==> src/rtl/idct_block_ctrl.sv <==
// Sequencer between the coefficient source and the idct2d core: loads nonzero coefficients,
// fires the core, forwards reconstructed samples tagged with a block index, and owns the quant matrix.
//
// state | meaning
// IDLE  | out of reset, waiting for idct2d to report idle
// LOAD  | accepting coefficient beats; nonzero beats are written to idct2d
// FIRE  | idct_en held until idct2d drops idct_rdy, bounded by FIRE_MAX cycles
// BUSY  | idct2d transforming; result writes forwarded
// DONE  | one-cycle block completion pulse, block index advances
module idct_block_ctrl #(
    parameter int BLK_W    = 8,
    parameter int FIRE_MAX = 4
) (
    input  logic              clk,
    input  logic              reset_n,
    input  logic              c_valid,
    output logic              c_ready,
    input  logic [5:0]        c_addr,
    input  logic [7:0]        c_data,
    input  logic              c_last,
    input  logic              qm_wren,
    input  logic [5:0]        qm_addr,
    input  logic [15:0]       qm_data,
    output logic              qm_ready,
    output logic              idct_en,
    input  logic              idct_rdy,
    output logic [5:0]        idct_iaddr,
    output logic [7:0]        idct_idata,
    output logic              idct_iwren,
    input  logic [5:0]        idct_maddr,
    output logic [15:0]       idct_mq,
    input  logic [5:0]        idct_waddr,
    input  logic [15:0]       idct_wdata,
    input  logic              idct_wwren,
    output logic              o_wren,
    output logic [BLK_W+5:0]  o_addr,
    output logic [15:0]       o_data,
    output logic              blk_done,
    output logic              err
);

    localparam int CNT_W = $clog2(FIRE_MAX + 1);

    typedef enum logic [2:0] {IDLE, LOAD, FIRE, BUSY, DONE} state_t;

    state_t             state, state_nx;
    logic [CNT_W-1:0]   fire_cnt;
    logic [BLK_W-1:0]   blk_idx;
    logic [BLK_W-1:0]   blk_tag;
    logic               fire_entry;
    logic               fire_tout;
    logic               beat_acc;
    logic [15:0]        qmem [64];

    always_comb begin
        state_nx  = state;
        c_ready   = 1'b0;
        idct_en   = 1'b0;
        blk_done  = 1'b0;
        fire_tout = 1'b0;
        case (state)
            IDLE: if (idct_rdy) state_nx = LOAD;
            LOAD: begin
                c_ready = 1'b1;
                if (c_valid && c_last) state_nx = FIRE;
            end
            FIRE: begin
                idct_en = 1'b1;
                if (!idct_rdy) begin
                    state_nx = BUSY;
                end else if (fire_cnt == '0) begin
                    fire_tout = 1'b1;
                    state_nx  = LOAD;
                end
            end
            BUSY: if (idct_rdy) state_nx = DONE;
            DONE: begin
                blk_done = 1'b1;
                state_nx = LOAD;
            end
            default: state_nx = IDLE;
        endcase
        beat_acc   = c_valid && c_ready;
        fire_entry = (state == LOAD) && (state_nx == FIRE);
    end

    always_ff @(posedge clk or negedge reset_n) begin
        if (!reset_n) begin
            state    <= IDLE;
            fire_cnt <= '0;
            blk_idx  <= '0;
            blk_tag  <= '0;
            err      <= 1'b0;
            qm_ready <= 1'b0;
        end else begin
            state    <= state_nx;
            // registered so it reads 0 while reset is held even though reset lands in IDLE
            qm_ready <= (state_nx == IDLE) || (state_nx == LOAD);
            if (fire_entry) begin
                fire_cnt <= CNT_W'(FIRE_MAX - 1);
                blk_tag  <= blk_idx;
            end else if (state == FIRE && fire_cnt != '0) begin
                fire_cnt <= fire_cnt - CNT_W'(1);
            end
            if (fire_tout) err <= 1'b1;
            if (state == DONE) blk_idx <= blk_idx + BLK_W'(1);
        end
    end

    // zero coefficients are dropped: idct2d clears its store after every block
    always_ff @(posedge clk or negedge reset_n) begin
        if (!reset_n) begin
            idct_iwren <= 1'b0;
            idct_iaddr <= '0;
            idct_idata <= '0;
        end else begin
            idct_iwren <= beat_acc && (c_data != 8'd0);
            if (beat_acc && (c_data != 8'd0)) begin
                idct_iaddr <= c_addr;
                idct_idata <= c_data;
            end
        end
    end

    always_ff @(posedge clk or negedge reset_n) begin
        if (!reset_n) begin
            o_wren <= 1'b0;
            o_addr <= '0;
            o_data <= '0;
        end else begin
            o_wren <= idct_wwren;
            if (idct_wwren) begin
                o_addr <= {blk_tag, idct_waddr};
                o_data <= idct_wdata;
            end
        end
    end

    // matrix contents deliberately survive reset
    always_ff @(posedge clk) begin
        if (qm_wren && qm_ready) qmem[qm_addr] <= qm_data;
    end

    assign idct_mq = qmem[idct_maddr];

endmodule

==> config.mk <==
export PLATFORM = sky130hd
export DESIGN_NAME = idct_block_ctrl
export DESIGN_NICKNAME = d
export VERILOG_FILES = /design/src/rtl/idct_block_ctrl.sv
export SDC_FILE = /design/constraint.sdc
export NUM_CORES = 1
export LEC_CHECK = 0
export BUFFER_PORTS_ARGS = -buffer_cell sky130_fd_sc_hd__buf_2
export CAP_MARGIN = 15
export CORE_ASPECT_RATIO = 1.5
export CORE_MARGIN = 1.5
export CORE_UTILIZATION = 45
export DETAILED_ROUTE_END_ITERATION = 8
export GPL_ROUTABILITY_DRIVEN = 0
export SYNTH_ARGS = -nofsm -noshare
export SYNTH_HDL_FRONTEND = slang
export SYNTH_SLANG_ARGS = --single-unit
export TNS_END_PERCENT = 100
==> constraint.sdc <==
create_clock -name clk -period 3.2 [get_ports clk]
set_clock_uncertainty 0.1 [all_clocks]
set_input_delay 0.32 -clock clk [delete_from_list [all_inputs] [get_ports clk]]
set_output_delay 0.32 -clock clk [all_outputs]
set_load 0.05 [all_outputs]
### Yosys cells after proc, flatten, opt, wreduce, memory -nomap -nowiden

Memories as Yosys holds them, arrays and structs flattened.
Cells that the tools add are included.

* input bits: 71
* RAM bits: 1024
* output and inout bits: 67
* bits in registers: 70
* memories: 1
* word-level logic and storage cells: 50

Memory list
* qmem: depth 64, bits a word 16, rd ports 1, clocked after memory_dff 0, wr ports 1, RTL line 53 `logic [15:0] qmem [64];`

* mux-type cells: 16
* eq/ne operators: 6
* add/sub/neg operators: 2
* reduce and logical (&&, ||, !) cells: 13

Operators with widths (number)
* $mux 3: 7
* $pmux 3 s5: 1
* $eq 3x2->1 const B: 3
* $logic_not 3->1: 3
* $add 8x1->8 const B: 1
* $mux 1: 8
* $reduce_bool 8->1: 1
* $eq 3x1->1 const B: 2
* $logic_and 1x1->1: 6
* $eq 3x3->1 const B: 1
* $reduce_bool 3->1: 1
* $sub 3x1->3 const B: 1
* $reduce_bool 2->1: 1
* $logic_or 1x1->1: 1

### Longest topological paths before layout

* depth after elaboration: 7
* gate-level depth with buffers: 10
* gate-level depth less buffers: 7

### Least setup slack after synthesis

No wires, ideal clock.

* path type: input-to-output
* start: in idct_maddr[0]
* end: out idct_mq[10]
* path slack: -0.255 ns
* stages: 9
* required time: 2.780 ns
* buffers on the path: 6
* arrival time: 3.035 ns
* path through: buf_6 > buf_12 > buf_12 > buf_12 > buf_8 > nand3_4 > buf_2 > o22ai_1 > o41ai_1

* longest elaborated chain between the ends: 1

RTL lines
* start: declaration: RTL line 30 `input logic [5:0] idct_maddr,`
* $mem_v2 64x16
* end: declaration: RTL line 31 `output logic [15:0] idct_mq,`

No other way between the ends.

### Final worst setup path

* start: mem qmem[24][11]
* end: out idct_mq[11]

* longest elaborated chain between the ends: 1

RTL lines (RTL line)
* start: declaration: 53
* $mem_v2 64x16

No other way between the ends.

==> impl_metrics.tcl <==
set metrics [dict create \
    status "completed" \
    grt-ovfl-total 0 \
    postRouteAntennaNets 0 \
    fillers 7213 \
    row_count 137 \
    met2_usage_pct 41.54 \
    ys_warn_count 0 \
    async_flop_share_pct 6.399 \
    path_cells "mux4_2 > mux2i_1 > a211oi_1 > buf_4 > o21ai_1 > buf_4 > o41ai_2 > buf_12" \
    dr.pass1.iters 7 \
    start_util_pct 45.41 \
    cts_buffers 100 \
    ys_types 55 \
    crit_family "multiplexers" \
    fmax_ghz 0.3218 \
    startpoint_type "flip-flop" \
    slew_headroom_pct 25.38 \
    r2r-start "qm_ready" \
    port_buffers 137 \
    grt_max_degree 65 \
    finalSetupViolCount 0 \
    seqCellArea_sq_um 32500 \
    dieHeight_um 378.0 \
    clock_path_buffers 3 \
    ys.flop_type "edfxtp_1" \
    die_area_sq_um 95630 \
    tritoncts "yes" \
    ios 138 \
    multi_input_area_sq_um 9248 \
    critPathCaptureType "output pin" \
    period_minus_slack_ns 3.107 \
    crit_required_ns 2.78 \
    crit_fanout 1 \
    post-route-period-util_pct 97.11 \
    via_per_inst 5.707 \
    final_common_cell "edfxtp_1" \
    startpoint "qmem[24][11]" \
    antenna_found_initial 1 \
    worstSetupPathType "flip-flop to output pin" \
    drive_gt1_share_pct 36.28 \
    path_common_cell "buf_4" \
    synth.ff_latch_count 1094 \
    synth_edf_count 1024 \
    fin_nets 2382 \
    post_cts_buffers 0 \
    critPathArrivalTime_ns 2.69 \
    max-vdd-ir-drop_v 0.0008317 \
    slew_violations 0 \
    synth_nets 1972 \
    worst_pin_slew_ns 1.119 \
    dp_hpwl_um 68260 \
    fin_util_pct 53.67 \
    grt_util_met3_pct 3.877 \
    p_leak_uw 0.01656 \
    clk_pin_slew_ns 0.06 \
    syn-instance-count 1898 \
    clock_sinks 1094 \
    area_delta_synth_final_pct 18.20 \
    min_from "qm_data[4]" \
    busiest_layer "met2" \
    die_w_um 253.0 \
    syn_area_per_cell_sq_um 22.23 \
    routed_wl_um 107000 \
    dp_cells 3410 \
    cts_max_level 3 \
    core-area_sq_um 92910 \
    grt_usage_pct 22.91 \
    max_stage_delay_ns 0.53 \
    clock_latency_ns 0.70 \
    cts_root_buf "clkbuf_16" \
    grt_pass1_vias 22260 \
    p_per_area_nw_per_um2 619.4 \
    seq_area_frac_synth_pct 77.04 \
    drt_iter0_markers 1956 \
    finalHoldViolCount 0 \
    wire_per_inst_um 29.37 \
    crit_buf_inv 3 \
    vias 20780 \
    grt_pass1_wl_um 154700 \
    grt_util_met1_pct 27.46 \
    drc 0 \
    rsz0062_at_grt "false" \
    hp-class "primary input to flip-flop" \
    syn_area_sq_um 42190 \
    layout_common_cells "edfxtp_1, mux4_2, buf_4" \
    fin_cells 3642 \
    drv_cap 0 \
    critical-path-slowest-cell "mux4_2" \
]
final cells by class:
cell class	count	area share, %
sequential	1094	65.18
multi-input combinational	701	18.55
timing repair buffer	409	6.662
clock buffer	125	5.247
tap	1251	3.139
clock inverter	59	1.204
inverter	2	0.01506
antenna	1	0.005019
cell usage after synthesis, drive strengths merged (2+ instances only):
cell	count	area share, %
a211o	4	0.083
a211oi	17	0.34
a21oi	28	0.34
and3	2	0.030
buf	68	1.3
clkbuf	33	0.30
dfrtp	70	4.2
edfxtp	1024	73
ha	3	0.089
inv	2	0.018
mux2	56	1.5
mux2i	57	1.4
mux4	266	14
nand2	22	0.20
nand2b	4	0.059
nand3	10	0.15
nand3b	5	0.12
nand4	2	0.030
nor2	102	0.91
nor2b	8	0.12
nor3	12	0.14
nor3b	3	0.065
nor4	2	0.030
o21ai	43	0.52
o221ai	4	0.083
o22ai	18	0.27
o32ai	3	0.098
o41ai	12	0.27
or3	2	0.030
xnor2	5	0.10
xor2	4	0.083
what timing repair did:
action / in CTS / in global routing
hold buffers: 43 / 2
setup endpoints to repair: 9 / 7
endpoints found under the hold margin: 113 / 23
gates resized for setup: 22 / 8
pin swaps: 2 / 1
per-layer routing:
layer  wire length, um  vias up  part of all wire, %
li1                  -     8768                    -
met1             39980    11150                   37
met2             57930      712                   54
met3              5689      150                  5.3
met4              3363        0                  3.1
met5                 0        -                    0
final timing paths:
kind / end / slack, ns / depth (start not counted)
worst max-delay path: idct_mq[11] / 0.09 / 8
worst min-delay path: qmem[60][4] / 0.04 / 1
worst max register to register: qmem[38][11] / 0.57 / 5
worst min register to register: blk_idx[7] / 0.38 / 1
max in group asynchronous: o_data[0] / 2.17 / 3
min in group asynchronous: o_addr[3] / 0.08 / 3
metrics by stage:
stage | TNS (ns) | setup WS (ns) | instance area (sq um) | hold slack, ns | total power [uW]
after detailed placement | -0.9764 | -0.2882 | 46010 | 0.09954 | 19290
after floorplan | 0 | 0.1647 | 42270 | -0.07559 | 18110
after global routing | 0 | 0.008328 | 49860 | 0.02427 | 31780
after CTS | 0 | 0.0005311 | 49760 | 0.00004252 | 31100
final | 0 | 0.09253 | 49860 | 0.03658 | 30880
after global placement | -0.9515 | -0.2711 | 46010 | 0.09420 | 19220
flip-flops by register name, summed over array words and instances, names as in the netlist:
register,count
blk_idx,8
blk_tag,8
err,1
fire_cnt,3
idct_iaddr,6
idct_idata,8
idct_iwren,1
o_addr,14
o_data,16
o_wren,1
qm_ready,1
qmem,1024
state,3
cell families after synthesis:
| logic type | after synthesis | synth area share (%) |
|---|---|---|
| AOI/OAI and AO/OA | 134 | 2.094 |
| xor gates and xnor gates | 9 | 0.1868 |
| adders and majority gates | 3 | 0.08899 |
| buffers and inverters | 103 | 1.611 |
| DFF | 1094 | 77.04 |
| muxes | 379 | 17.06 |
| and+or+nand+nor | 176 | 1.919 |
report_power, final:
group,internal [uW],switching [uW],total (uW),leakage (uW)
Sequential,15900,151,16100,0.0101
Clock,6560,5270,11800,0.00155
Combinational,1060,1920,2980,0.00492
Total,23500,7350,30900,0.0166
No activity file was read; power rests on OpenSTA's default activity.
